<file path="src/rtl/slow_clock_monitor_if.sv">
// ---------------------------------------------------------------------------
// slow_clock_monitor_if
// Bundles the control input, the slow clock input and the measurement
// results of slow_clock_monitor.
//   enable       : monitor enable (low forces the monitor idle)
//   slow_in      : slow clock, asynchronous to the monitor clock
//   tick         : one-cycle pulse per accepted rising edge of slow_in
//   period       : last valid measured period in clk cycles
//   period_valid : period holds a valid measurement
//   locked       : measured period is stable
//   lost         : no accepted edge within the timeout window
//   edge_count   : accepted rising edges, wraps 255 -> 0
// master = stimulus/consumer side, slave = monitor side.
// ---------------------------------------------------------------------------
interface slow_clock_monitor_if #(
  parameter int CNT_W = 26
);
  logic             enable;
  logic             slow_in;
  logic             tick;
  logic [CNT_W-1:0] period;
  logic             period_valid;
  logic             locked;
  logic             lost;
  logic [7:0]       edge_count;

  modport master (
    output enable, slow_in,
    input  tick, period, period_valid, locked, lost, edge_count
  );

  modport slave (
    input  enable, slow_in,
    output tick, period, period_valid, locked, lost, edge_count
  );
endinterface

</file>
<file path="src/rtl/slow_clock_monitor.sv">
// ---------------------------------------------------------------------------
// slow_clock_monitor
// Brings a slow divided clock into the clk domain, emits a one-cycle tick per
// rising edge (used downstream as a clock enable), measures the slow period in
// clk cycles, reports lock once consecutive periods agree within TOL and
// flags loss when no edge arrives within TIMEOUT cycles.
// Ports:
//   clk   : fast system clock
//   reset : asynchronous, active-high reset
//   bus   : slow_clock_monitor_if.slave (enable, slow_in in; tick, period,
//           period_valid, locked, lost, edge_count out, all registered)
// ---------------------------------------------------------------------------
module slow_clock_monitor #(
  parameter int               SYNC_STAGES = 2,
  parameter int               CNT_W       = 26,
  parameter logic [CNT_W-1:0] TIMEOUT     = 26'd3000000,
  parameter logic [CNT_W-1:0] TOL         = 26'd4,
  parameter int               LOCK_COUNT  = 3
) (
  input logic                 clk,
  input logic                 reset,
  slow_clock_monitor_if.slave bus
);

  localparam logic [1:0] ST_IDLE       = 2'd0;
  localparam logic [1:0] ST_WAIT_FIRST = 2'd1;
  localparam logic [1:0] ST_MEASURE    = 2'd2;
  localparam logic [1:0] ST_LOST       = 2'd3;

  localparam logic [3:0]       LOCK_MAX = 4'(LOCK_COUNT);
  localparam logic [CNT_W-1:0] CNT_ONE  = {{(CNT_W-1){1'b0}}, 1'b1};

  logic [SYNC_STAGES-1:0] r_sync;
  logic                   r_prev;
  logic [1:0]             r_state;
  logic [CNT_W-1:0]       r_gap;
  logic [3:0]             r_stable;
  logic                   r_tick;
  logic [CNT_W-1:0]       r_period;
  logic                   r_period_valid;
  logic                   r_locked;
  logic                   r_lost;
  logic [7:0]             r_edge_count;

  logic                   w_edge;
  logic [CNT_W-1:0]       w_gap_inc;
  logic [CNT_W-1:0]       w_per_new;
  logic [CNT_W-1:0]       w_diff;
  logic                   w_timeout;
  logic                   w_per_stable;
  logic [3:0]             w_stable_inc;

  // Rising edge as seen after synchronisation; prev tracks the last stage.
  assign w_edge = r_sync[SYNC_STAGES-1] & ~r_prev;

  // Gap counter saturates instead of wrapping, so a long silence can never
  // masquerade as a short period.
  assign w_gap_inc = (r_gap == {CNT_W{1'b1}}) ? r_gap : (r_gap + CNT_ONE);

  // The gap is cleared on the edge cycle, so gap+1 is the edge-to-edge period.
  assign w_per_new = r_gap + CNT_ONE;
  assign w_diff    = (w_per_new >= r_period) ? (w_per_new - r_period)
                                             : (r_period - w_per_new);
  assign w_per_stable = r_period_valid & (w_diff <= TOL);
  assign w_stable_inc = (r_stable >= LOCK_MAX) ? LOCK_MAX : (r_stable + 4'd1);

  // Timeout fires on the cycle the gap counter would reach TIMEOUT.
  assign w_timeout = (w_gap_inc >= TIMEOUT);

  // Synchroniser chain and edge-detect history; runs independent of enable.
  always_ff @(posedge clk or posedge reset) begin
    if (reset) begin
      r_sync <= '0;
      r_prev <= 1'b0;
    end else begin
      r_sync <= {r_sync[SYNC_STAGES-2:0], bus.slow_in};
      r_prev <= r_sync[SYNC_STAGES-1];
    end
  end

  // Monitor state machine, gap counter and registered results.
  always_ff @(posedge clk or posedge reset) begin
    if (reset) begin
      r_state        <= ST_IDLE;
      r_gap          <= '0;
      r_stable       <= 4'd0;
      r_tick         <= 1'b0;
      r_period       <= '0;
      r_period_valid <= 1'b0;
      r_locked       <= 1'b0;
      r_lost         <= 1'b0;
      r_edge_count   <= 8'd0;
    end else begin
      r_tick <= 1'b0;
      if (!bus.enable) begin
        // Any edge seen while disabled is dropped; results hold.
        r_state <= ST_IDLE;
        r_gap   <= '0;
      end else begin
        case (r_state)
          ST_IDLE: begin
            r_state <= ST_WAIT_FIRST;
            r_gap   <= '0;
          end
          ST_WAIT_FIRST, ST_MEASURE, ST_LOST: begin
            if (w_edge) begin
              // An edge always beats a simultaneous timeout.
              r_tick       <= 1'b1;
              r_edge_count <= r_edge_count + 8'd1;
              r_gap        <= '0;
              r_lost       <= 1'b0;
              r_state      <= ST_MEASURE;
              // Only a MEASURE-state gap spans two accepted edges.
              if (r_state == ST_MEASURE) begin
                r_period       <= w_per_new;
                r_period_valid <= 1'b1;
                if (w_per_stable) begin
                  r_stable <= w_stable_inc;
                  r_locked <= (w_stable_inc == LOCK_MAX);
                end else begin
                  r_stable <= 4'd0;
                  r_locked <= 1'b0;
                end
              end
            end else begin
              r_gap <= w_gap_inc;
              if ((r_state != ST_LOST) && w_timeout) begin
                r_state  <= ST_LOST;
                r_lost   <= 1'b1;
                r_locked <= 1'b0;
                r_stable <= 4'd0;
              end
            end
          end
          default: begin
            r_state <= ST_IDLE;
            r_gap   <= '0;
          end
        endcase
      end
    end
  end

  assign bus.tick         = r_tick;
  assign bus.period       = r_period;
  assign bus.period_valid = r_period_valid;
  assign bus.locked       = r_locked;
  assign bus.lost         = r_lost;
  assign bus.edge_count   = r_edge_count;

endmodule

</file>
<file path="src/flat_wrapper.sv">
// flat-port wrapper written by rule: the top's interface ports become plain ports
module slow_clock_monitor_flat 
#(
  parameter int               SYNC_STAGES = 2,
  parameter int               CNT_W       = 26,
  parameter logic [CNT_W-1:0] TIMEOUT     = 26'd3000000,
  parameter logic [CNT_W-1:0] TOL         = 26'd4,
  parameter int               LOCK_COUNT  = 3
)
  (clk, reset, bus_enable, bus_slow_in, bus_tick, bus_period, bus_period_valid, bus_locked, bus_lost, bus_edge_count);
  slow_clock_monitor_if #(.CNT_W(CNT_W)) bus_i ();
  input logic clk;
  input logic reset;
  input wire logic [$bits(bus_i.enable)-1:0] bus_enable;
  input wire logic [$bits(bus_i.slow_in)-1:0] bus_slow_in;
  output wire logic [$bits(bus_i.tick)-1:0] bus_tick;
  output wire logic [$bits(bus_i.period)-1:0] bus_period;
  output wire logic [$bits(bus_i.period_valid)-1:0] bus_period_valid;
  output wire logic [$bits(bus_i.locked)-1:0] bus_locked;
  output wire logic [$bits(bus_i.lost)-1:0] bus_lost;
  output wire logic [$bits(bus_i.edge_count)-1:0] bus_edge_count;
  assign bus_i.enable = bus_enable;
  assign bus_i.slow_in = bus_slow_in;
  assign bus_tick = bus_i.tick;
  assign bus_period = bus_i.period;
  assign bus_period_valid = bus_i.period_valid;
  assign bus_locked = bus_i.locked;
  assign bus_lost = bus_i.lost;
  assign bus_edge_count = bus_i.edge_count;
  slow_clock_monitor #(.SYNC_STAGES(SYNC_STAGES), .CNT_W(CNT_W), .TIMEOUT(TIMEOUT), .TOL(TOL), .LOCK_COUNT(LOCK_COUNT)) u_core (.clk(clk), .reset(reset), .bus(bus_i));
endmodule
</file>
<file path="config.mk">
export PLATFORM = sky130hd
export DESIGN_NAME = slow_clock_monitor_flat
export DESIGN_NICKNAME = d
export VERILOG_FILES = /design/src/rtl/slow_clock_monitor_if.sv /design/src/rtl/slow_clock_monitor.sv /design/src/flat_wrapper.sv
export SDC_FILE = /design/constraint.sdc
export NUM_CORES = 1
export LEC_CHECK = 0
export CORE_ASPECT_RATIO = 1.4
export CORE_MARGIN = 2
export CORE_UTILIZATION = 40
export DETAILED_ROUTE_END_ITERATION = 10
export PLACE_DENSITY = 0.57
export SYNTH_ARGS = -nofsm -noshare
export SYNTH_HDL_FRONTEND = slang
export SYNTH_SLANG_ARGS = --single-unit
</file>
<file path="constraint.sdc">
create_clock -name clk -period 13.1 [get_ports clk]
set_clock_uncertainty 0.05 [all_clocks]
set_input_delay 1.965 -clock clk [delete_from_list [all_inputs] [get_ports clk]]
set_output_delay 1.965 -clock clk [all_outputs]
set_load 0.05 [all_outputs]
</file>
==> metrics.txt <==
clock insertion delay at the later pin of the skew report 340 ps; Slew Viols, Final 0; slowest CP cell nor4_2; Die ar. 16400 um2; WL met1 7630 um; Final Wtd Congestion 0.990; Initial Utilization 0.410; register area 1830 um2; commonest non-fill, non-tap cell in the layout nand2_1; vias in the first global route 5468; mux cell area share after synthesis 0.0277; cts-stage hold buffer count 0; first-pass iteration count of the detailed router 6; DR top layer met4; number of hold violations in the final report 0; CTS sink count 73; DRT antenna net count 0; ranking of synthesized cells by area dfrtp_1, ha_1, a21oi_1; Post-Route Setup TNS 0 ps; Worst Tran Pin Value ~1100 ps; P_sw between 300 and 400 uW; NumNets Final 825; GRT Residual Overflow 0; fmax 180 MHz; Worst EP required 13310 ps; Reg clk slew, reported paths 70 ps; ant diodes 0; largest net degree at the start of global routing 74; crit end category flop; share of cells above drive strength 1 0.0712; Cell Pwr Density 119 nW/um2; first-pass GRT wire length ~29000 um; GRT Total Usage 0.226; H-tree depth 3; path type of the worst min-delay path flop to flop; yosys warns 0; worst path cell trace ha_1, nand2_1, nor4_2, and3_1, nand3_1, xor2_1, inv_1, ha_1, a21oi_1, a21oi_1, nor2_1, nand2_1, or3_1, nor4_1, a311oi_1, a2111oi_0, nand4_1, o21ai_1; routed via count approximately 5600; CP peak stage delay 630 ps; maximum clock insertion buffer count 2; PortBufs 41; Reg2Reg Depth 18; CTS resizes 0; Critical R2R Launch u_core.r_gap[0]; simple-gate share of the synthesized area 0.193; Leak Pwr 0.00322 uW; Placed Instance Area ~6700 um2; Post-synth EDFFs 0; area taken by multi-input logic gates 3910 um2; CTS Buf Count 9; drt drc 0; die height 151 um; critical path arrival between 5000 and 6000 ps; Fillers roughly 1500; Mapped Nets 800; maximum VDD drop 0.0000822 V; num ports 42; Syn Std Cell Area 6140 um2; Die Wd 109 um; Synth Area in Compound Gates 0.235; met2 wire length 8570 um; Switching Fraction 0.401; Startpoint Class flop; Crit Path Category flop to flop; Power Internal 497 uW; Seq/Total Area, Yosys 0.298; # setup viols final 0; Max Cap Viol 0; Final period util 0.425; cell area after layout 6940 um2; Hold Path Stages 0; Reg power frac 0.299; Slew HR 0.253; Crit Path Max Fanout 10; post-layout min period 5570 ps; total routed wirelength 17600 um; RSZ-0062 raised after global routing false; WL/cell between 15 and 20 um; Gate power share 0.407; run status finished clean; Post-CTS Setup Bufs 0; Mapped Cells 742; antenna violations before repair 0; Yosys cell types 77; # rows 53; post-synth top area share 0.298; Total Power roughly 830 uW; Syn Area/Cell 8.27 um2; Synth async-reset ratio 1.00; initial drt markers 378; adder-cell area share of the yosys netlist 0.110; CORE AREA 15000 um2; main combinational cell family by area after synthesis compound AO/OA/AOI/OAI gates; CTS tree yes; clk root buf clkbuf_16; hold wc startpoint u_core.r_sync[0]; Yosys top cell by area dfrtp_1; post-synthesis register bit count 73; DR vias/cell 5.77; ys flop type dfrtp_1; Synth-to-Final Area Change 13.1%; Crit. Startpoint u_core.r_gap[0]; XOR/XNOR Fraction of Synth Area 0.0699; met3 WL 772 um; power share of the clock group 0.295; dpl hpwl ~14000 um; commonest cells after routing, fill and taps aside nand2_1, a21oi_1, dfrtp_1
==> through the flow <==
step,hold slack (ps),worst slack [ps],instances,util
6_report,310,7530,964,0.463
5_1_grt,322,7150,964,0.463
4_1_cts,313,7520,964,0.463
3_5_place_dp,286,7550,948,0.444
3_3_place_gp,293,7830,948,0.444
2_1_floorplan,281,8460,742,-
==> final timing paths <==
path	to	slack, ps
hold / removal	u_core.r_sync[1]	310
max in group asynchronous	u_core.bus.period[19]	10190
min in group asynchronous	u_core.r_gap[8]	2190
setup / recovery	u_core.r_stable[1]	7530
hold reg to reg	u_core.r_sync[1]	310
setup reg to reg	u_core.r_stable[1]	7530
==> final cells by class <==
cell class | count | area share
multi-input combinational | 572 | 0.562
clock inverter | 7 | 0.00847
timing repair buffer | 45 | 0.0634
tap | 192 | 0.0346
inverter | 66 | 0.0357
sequential | 73 | 0.263
clock buffer | 9 | 0.0324
==> sequential cells by signal, summed over array words and instances, names as in the netlist <==
register	flops
u_core.bus.tick	1
u_core.r_gap	26
u_core.r_sync	2
u_core.r_prev	1
u_core.r_state	2
u_core.bus.period_valid	1
u_core.bus.lost	1
u_core.bus.edge_count	8
u_core.bus.locked	1
u_core.r_stable	4
u_core.bus.period	26
==> synth_stat cells, types with 6 or more instances <==
cell and count:
a211oi_1 7, a21o_1 13, a21oi_1 73, a31oi_1 6
and2_1 11, and3_1 8, and4_1 7, buf_2 7
clkbuf_1 18, dfrtp_1 73, ha_1 54, inv_1 66
mux2i_1 11, nand2_1 85, nand3_1 22, nand4_1 19
nor2_1 39, nor3_1 7, o21ai_0 54, xnor2_1 24
xor2_1 25
==> worst max-delay path: cells and delay by family, from the launching register on <==
| kind | cells | cell delay, ps |
|---|---|---|
| compound gates | 5 | 1110 |
| simple gates | 9 | 2760 |
| fa+ha+maj | 2 | 660 |
| buf+inv | 1 | 90 |
| flops | 1 | 450 |
| xor+xnor | 1 | 350 |
==> layer usage <==
layer,up-vias,track usage
li1,2687,-
met1,2673,0.292
met2,167,0.377
met3,35,0.0346
met4,0,0.0910
met5,-,0
==> cell families (layout without fill, tap and decap cells) <==
logic type | count (synthesis) | count (layout)
and+or+nand+nor | 233 | 233
AOI/OAI and AO/OA | 220 | 220
buffers and inverters | 97 | 127
DFF | 73 | 73
adders and majority gates | 54 | 54
xor gates and xnor gates | 49 | 49
muxes | 16 | 16
==> power groups by stage <==
stage	clock network, uW	registers (uW)	logic [uW]
final	245	248	337
after global routing	263	250	360
after CTS	253	248	333
after detailed placement	0	252	333
after global placement	0	252	336
after floorplan	0	280	216
No activity file was read; power rests on OpenSTA's default activity.
